<file path="config.mk">
export PLATFORM = sky130hd
export DESIGN_NAME = rr_arbiter_requester_2ch
export DESIGN_NICKNAME = d
export VERILOG_FILES = /design/src/rtl/rr_arbiter_requester_2ch.sv
export SDC_FILE = /design/constraint.sdc
export NUM_CORES = 1
export LEC_CHECK = 0
export ABC_AREA = 1
export BUFFER_PORTS_ARGS = -buffer_cell sky130_fd_sc_hd__buf_2
export CAP_MARGIN = 20
export CORE_MARGIN = 3
export CORE_UTILIZATION = 61
export CTS_BUF_LIST = sky130_fd_sc_hd__clkbuf_8 sky130_fd_sc_hd__clkbuf_16
export CTS_CLUSTER_DIAMETER = 120
export DETAILED_ROUTE_END_ITERATION = 6
export GPL_TIMING_DRIVEN = 0
export PLACE_DENSITY = 0.92
export SYNTH_ARGS = -nofsm -noshare
export SYNTH_HDL_FRONTEND = slang
export SYNTH_SLANG_ARGS = --single-unit
</file>
<file path="constraint.sdc">
create_clock -name clk -period 4.1 [get_ports clk]
set_clock_uncertainty 0.1 [all_clocks]
set_input_delay 0.41 -clock clk [delete_from_list [all_inputs] [get_ports clk]]
set_output_delay 0.41 -clock clk [all_outputs]
set_load 0.01 [all_outputs]
</file>
<file path="src/rtl/rr_arbiter_requester_2ch.sv">
// Requester-side front end for a 2-request round-robin arbiter: two client
// queues raise requests, and each granted channel pops one word onto a shared tagged bus.
module rr_arbiter_requester_2ch #(
    parameter int DATA_W = 8,
    parameter int DEPTH  = 4
) (
    input  logic              clk,
    input  logic              rst,
    input  logic [1:0]        wr_en,
    input  logic [DATA_W-1:0] wr_data0,
    input  logic [DATA_W-1:0] wr_data1,
    output logic [1:0]        full,
    output logic [1:0]        requests,
    input  logic [1:0]        grants,
    output logic              out_valid,
    output logic [DATA_W-1:0] out_data,
    output logic              out_src,
    output logic              err
);

    localparam int PTR_W = $clog2(DEPTH);
    localparam int CNT_W = PTR_W + 1;

    logic [1:0][DATA_W-1:0] wdata;
    logic [1:0][DATA_W-1:0] rd_data;
    logic [1:0]             push;
    logic [1:0]             pop;
    logic                   grant_onehot;
    logic                   grant_bad;

    assign wdata = {wr_data1, wr_data0};

    // A grant is honoured only when it is one-hot and aimed at a non-empty queue.
    assign grant_onehot = (grants == 2'b01) || (grants == 2'b10);
    assign grant_bad    = (&grants) || (|(grants & ~requests));

    for (genvar i = 0; i < 2; i++) begin : g_ch
        logic [DATA_W-1:0] mem [DEPTH];
        logic [PTR_W-1:0]  wptr;
        logic [PTR_W-1:0]  rptr;
        logic [CNT_W-1:0]  count;

        assign requests[i] = (count != '0);
        assign full[i]     = (count == CNT_W'(DEPTH));
        assign push[i]     = wr_en[i] & ~full[i];
        assign pop[i]      = grants[i] & requests[i] & grant_onehot;
        assign rd_data[i]  = mem[rptr];

        // NOTE: non-blocking assignments keep every register sampling pre-edge values.
        // DEPTH is a power of two, so the pointers wrap from DEPTH-1 to 0 on overflow.
        always_ff @(posedge clk or posedge rst) begin
            if (rst) begin
                wptr  <= '0;
                rptr  <= '0;
                count <= '0;
            end else begin
                if (push[i]) wptr <= wptr + PTR_W'(1);
                if (pop[i])  rptr <= rptr + PTR_W'(1);
                case ({push[i], pop[i]})
                    2'b10:   count <= count + CNT_W'(1);
                    2'b01:   count <= count - CNT_W'(1);
                    default: count <= count;
                endcase
            end
        end

        // NOTE: storage is not reset; clearing the count alone makes old entries unreachable.
        always_ff @(posedge clk) begin
            if (push[i]) mem[wptr] <= wdata[i];
        end
    end

    always_ff @(posedge clk or posedge rst) begin
        if (rst) begin
            out_valid <= 1'b0;
            out_data  <= '0;
            out_src   <= 1'b0;
            err       <= 1'b0;
        end else begin
            out_valid <= |pop;
            if (pop[0]) begin
                out_data <= rd_data[0];
                out_src  <= 1'b0;
            end else if (pop[1]) begin
                out_data <= rd_data[1];
                out_src  <= 1'b1;
            end
            if (grant_bad) err <= 1'b1;
        end
    end

endmodule

</file>
# ---- Word level (Yosys, flattened, before mapping)
# Memories as Yosys holds them, arrays and structs flattened.
# Index checks and enable logic that the tools add are counted.
# Widths: inputs -> output; s select.
dict set report word_totals {
  elab_cells 58
  inputBits 22
  memories 2
  ramBits 64
  register_bits 25
}
# name depth width read_ports rd_ports_with_merged_regs wr line
set mem_list {}
lappend mem_list {{g_ch[0].mem} 4 8 1 0 1 38} ;# logic [DATA_W-1:0] mem [DEPTH];
lappend mem_list {{g_ch[1].mem} 4 8 1 0 1 38}
dict set report classes {
  n_eq_ne 8
  n_reduce_logical 10
  n_addsub 8
  muxes 10
  bitwise_logic 10
}
# op count
set op_table {}
lappend op_table {{$mux 8} 2}
lappend op_table {{$pmux 3 s2} 2}
lappend op_table {{$add 2x1->2 const B} 4}
lappend op_table {{$add 3x1->3 const B} 2}
lappend op_table {{$and 1x1->1} 6}
lappend op_table {{$eq 2x1->1 const B} 3}
lappend op_table {{$eq 2x2->1 const B} 3}
lappend op_table {{$eq 3x3->1 const B} 2}
lappend op_table {{$mux 1} 6}
lappend op_table {{$reduce_bool 2->1} 3}
lappend op_table {{$reduce_bool 3->1} 2}
lappend op_table {{$sub 3x1->3 const B} 2}
lappend op_table {{$reduce_or 2->1} 2}
lappend op_table {{$and 2x2->2} 1}
lappend op_table {{$logic_or 1x1->1} 2}
lappend op_table {{$not 1->1} 2}
lappend op_table {{$not 2->2} 1}
lappend op_table {{$reduce_and 2->1} 1}

# ---- Logic depth before layout (Yosys ltp)
dict set report logic_depth {
  ltp_word 5
  depth_mapped 12
  mapped_depth_nobuf 11
}

# ---- Worst setup path after synthesis
# No wires, ideal clock.
dict set report synth_path {
  path_kind {input -> register}
  from {input port grants[0]}
  to {register g_ch[1].count[2]}
  n_path_buf 1
  arrival_time_ns 2.056
  required_ns 3.869
  cell_stages 12
  setup_slack_ns 1.813
  path_cell_list {ha_1 -> nand2_1 -> inv_1 -> nand2_2 -> buf_6 -> inv_2 -> ha_1 -> inv_1 -> fa_1 -> a21oi_1 -> o21ai_0 -> xor2_1}
}
dict set report synth_between {
  elab_chain_cells 5
  word_cells_on_any_way 8
  cone_classes {4 x eq/ne; 1 x mux; 1 x bitwise; 2 x reduce/logical}
}
# element line
set synth_rtl {}
lappend synth_rtl {{start, declared} 14} ;# input logic [1:0] grants,
lappend synth_rtl {{$eq 2x1->1 or $eq 2x2->1 (tied branches)} 34} ;# assign grant_onehot = (grants == 2'b01) || (grants == 2'b10);
lappend synth_rtl {{$logic_or 1x1->1 (*)} 34}
lappend synth_rtl {{$and 1x1->1 (*)} 46} ;# assign pop[i] = grants[i] & requests[i] & grant_onehot;
lappend synth_rtl {{net pop[1]} 27} ;# logic [1:0] pop;
lappend synth_rtl {{$eq 2x1->1 or $eq 2x2->1 (tied branches)} 59} ;# case ({push[i], pop[i]})
lappend synth_rtl {{$pmux 3 s2 or $reduce_bool 2->1 (tied branches)} --}
lappend synth_rtl {{end signal, assigned} 60} ;# 2'b10: count <= count + CNT_W'(1);
lappend synth_rtl {{end signal, assigned} 61} ;# 2'b01: count <= count - CNT_W'(1);
lappend synth_rtl {{end signal, assigned} 62} ;# default: count <= count;
lappend synth_rtl {{end, declared} 41} ;# logic [CNT_W-1:0] count;
# Mark *: on every way through the listed nets, which the timed path passes. The rest lies on a longest branch.
# A chain may end at the register's enable or synchronous reset.

# ---- Worst setup path in the final report
# Same ends and word-level chain as after synthesis.

==> metrics.cfg <==
[cells_and_area]
fin_nets=456
antenna_cells=0
areaGrowthSynthToFinish_pct=12.0
final_util=0.711
multi_input_area_um2=1170
design_area_um2=4540
drive_above_1_share=0.211
fill_cells=429
ff_latch_area_um2=2550

[timing]
setup_tns_ns=0
max_freq_mhz=438
hold_viol=0
relSlewSlack=0.358
layout_setup_ws_ns=1.81
rsz0062_at_grt=false
finalCriticalPeriod_ns=2.29
tightest_slew_ns=0.962
timing.final.crit_share=0.557
drv_slew=0
setup_viol=0

[routing]
routed-via-count=2689
antenna_left=0
wire_per_inst_um=15.5
drc=0
vias_per_cell=5.35
routed_wl_um=7790
drt_iter0_drc=347
dr.pass1.iters=7

[global_route]
grt_max_degree=26
grtUsageTotal=0.224
grt.overflow.total=0
grt_pass1_wl_um=12600
grt_pass1_vias=2674
antenna_found_initial=0

[yosys]
synth_area_um2=4050
synth_cell_types=27
synth.largest_area_cell=edfxtp_1
ys_warn_count=0
async_flop_share=0.281
synth-main-ff-cell=edfxtp_1
synth_enable_flop_cells=64
avgSynthCellArea_um2=10.8
syn_nets=409
ys_seq_area_frac=0.629
synthTopCellsByArea=edfxtp_1 47%, dfrtp_1 15%, nand2_1 7.0%
ys_ff_latch=89
synth_top_area_frac=0.474
netlist_instances=374

[clock_network]
cts.clk_slew.worst_paths_ns=0.08
cts_resized=0
root_buffer=clkbuf_8
cts_tree=yes
clk_latency_ns=0.34
cts_made_buffers=9
htreeDepth=3
cts_hold_buf=0
clockBufferDepth=2
cts.sink_count=89
cts_setup_buffers=0

[power]
p_per_area_nw_per_um2=689
p_int_w=0.00197
total_power_w=0.00313
switching_share=0.370
ir_worst_vdd_uv=422
power_switching_w=0.00116
pwr-share-seq=0.428
p_leak_nw=2.04
clockPowerShare=0.200
p_comb_frac=0.372

[floorplanning]
die_w_um=87.5
ioPinCount=37
initial_utilization=0.634
core_area_um2=6390
die_y_um=87.5
rows=29
die_area_um2=7660

[placed_design]
dpl_worst_slack_ns=1.46
place.gp.congestion=0.787
hpwl_um=5450
numPortBuffers=36
dpl-instance-area_um2=4330

[min_path]
holdCritPathClass=in2async

[critical_path]
slowest_delay_ns=0.39
startpoint_type=input port
cp.arrival_ns=2.41
critPathCaptureType=flop
cp_data_required_time_ns=4.23
critPathMaxFanout=10
rrSetupSlack_ns=1.97
slowest_stage=fa_1
crit_chain=buf_2 -> ha_1 -> nand2_1 -> inv_1 -> nand2_2 -> buf_6 -> inv_2 -> ha_1 -> inv_1 -> fa_1 -> a21oi_1 -> o21ai_0 -> xor2_1
worstSetupPathType=in2reg

[outcome]
outcome=finished, final reports clean

[run]
max_cap_violations=0

-- critical path, delay by kind of cell --
family                   cells  cell delay (ns)
AO/OA/AOI/OAI                2             0.25
XOR/XNOR                     1             0.15
adder cells (fa/ha/maj)      3             0.91
buffers and inverters        5             0.51
AND/OR/NAND/NOR              2             0.17
-- metrics by stage --
stage | hold WS (ns) | std cells
after floorplan | 0.337 | 374
after global placement | 0.364 | 487
after detailed placement | 0.381 | 487
after CTS | 0.156 | 503
after global routing | 0.166 | 503
final | 0.173 | 503
-- sequential cells by signal, summed over array words and instances, names as in the netlist --
signal      flops
err             1
g_ch.count      6
g_ch.mem       64
g_ch.rptr       4
g_ch.wptr       4
out_data        8
out_src         1
out_valid       1
-- routing by layer --
metal | vias up | global-route usage | routed length, µm
li1 | 1287 | - | -
met1 | 1274 | 0.278 | 3160
met2 | 114 | 0.371 | 3980
met3 | 14 | 0.0464 | 504
met4 | 0 | 0.113 | 148
met5 | - | 0 | 0
-- final cells by class --
class / instances / area share
multi-input combinational: 210 / 0.257
inverter: 65 / 0.0549
sequential: 89 / 0.561
buffer: 10 / 0.0196
tap: 77 / 0.0212
clock inverter: 7 / 0.0190
clock buffer: 9 / 0.0273
timing repair buffer: 36 / 0.0397
-- cell families (layout without fill, tap and decap cells) --
logic type	count (synthesis)	after routing	synth area share
xor+xnor	8	8	0.0173
flops	89	89	0.629
fa+ha+maj	13	13	0.0439
mux	1	1	0.00278
simple gates	156	156	0.175
buf+inv	75	127	0.0834
compound gates	32	32	0.0488
-- synthesized netlist by cell type (5+ instances only) --
library cell,instances
xor2_1,6
buf_6,5
inv_1,62
nand3b_1,8
nand3_1,19
ha_1,11
a21oi_1,12
nor2_1,35
nand2_2,5
dfrtp_1,25
o21ai_0,12
o21ai_2,7
nand2_1,76
nor2_2,8
edfxtp_1,64
-- worst paths after layout --
check	start	to	cells after the start
hold reg to reg	g_ch[1].count[0]	g_ch[1].count[0]	1
min in group clk	wr_data0[4]	g_ch[0].mem[3][4]	1
max in group asynchronous	rst	out_data[0]	2
setup reg to reg	g_ch[1].count[0]	g_ch[1].count[2]	11
setup / recovery	grants[0]	g_ch[1].count[2]	13
hold / removal	rst	g_ch[1].count[2]	2
-- power by group through the flow --
stage	Combinational, W	Sequential, W	Clock (W)
after detailed placement	0.00115	0.00135	0
after CTS	0.00116	0.00134	0.000635
after floorplan	0.000815	0.00135	0
final	0.00116	0.00134	0.000626
after global placement	0.00108	0.00134	0
after global routing	0.00131	0.00136	0.000671
-- layout by cell type, fill, tap and decap left out --
master	synthesis	routed
nand4_1	1	1
nor2_4	2	2
inv_2	1	1
clkbuf_8	0	9
buf_4	3	3
o21ai_2	7	7
inv_4	2	2
nand3_2	1	1
a21oi_1	12	12
bufinv_16	0	2
inv_1	62	63
clkinvlp_4	0	1
nor2_1	35	35
fa_1	2	2
nand2_2	5	5
nand3b_1	8	8
buf_6	5	5
nand2_1	76	76
xnor2_1	2	2
mux2_2	1	1
edfxtp_1	64	64
clkinv_2	0	3
nor2_2	8	8
nand3_1	19	19
dfrtp_1	25	25
xor2_1	6	6
a21oi_4	1	1
ha_1	11	11
buf_2	2	38
o21ai_0	12	12
nand3_4	1	1
Note: power is estimated with default switching activity, not from simulation.
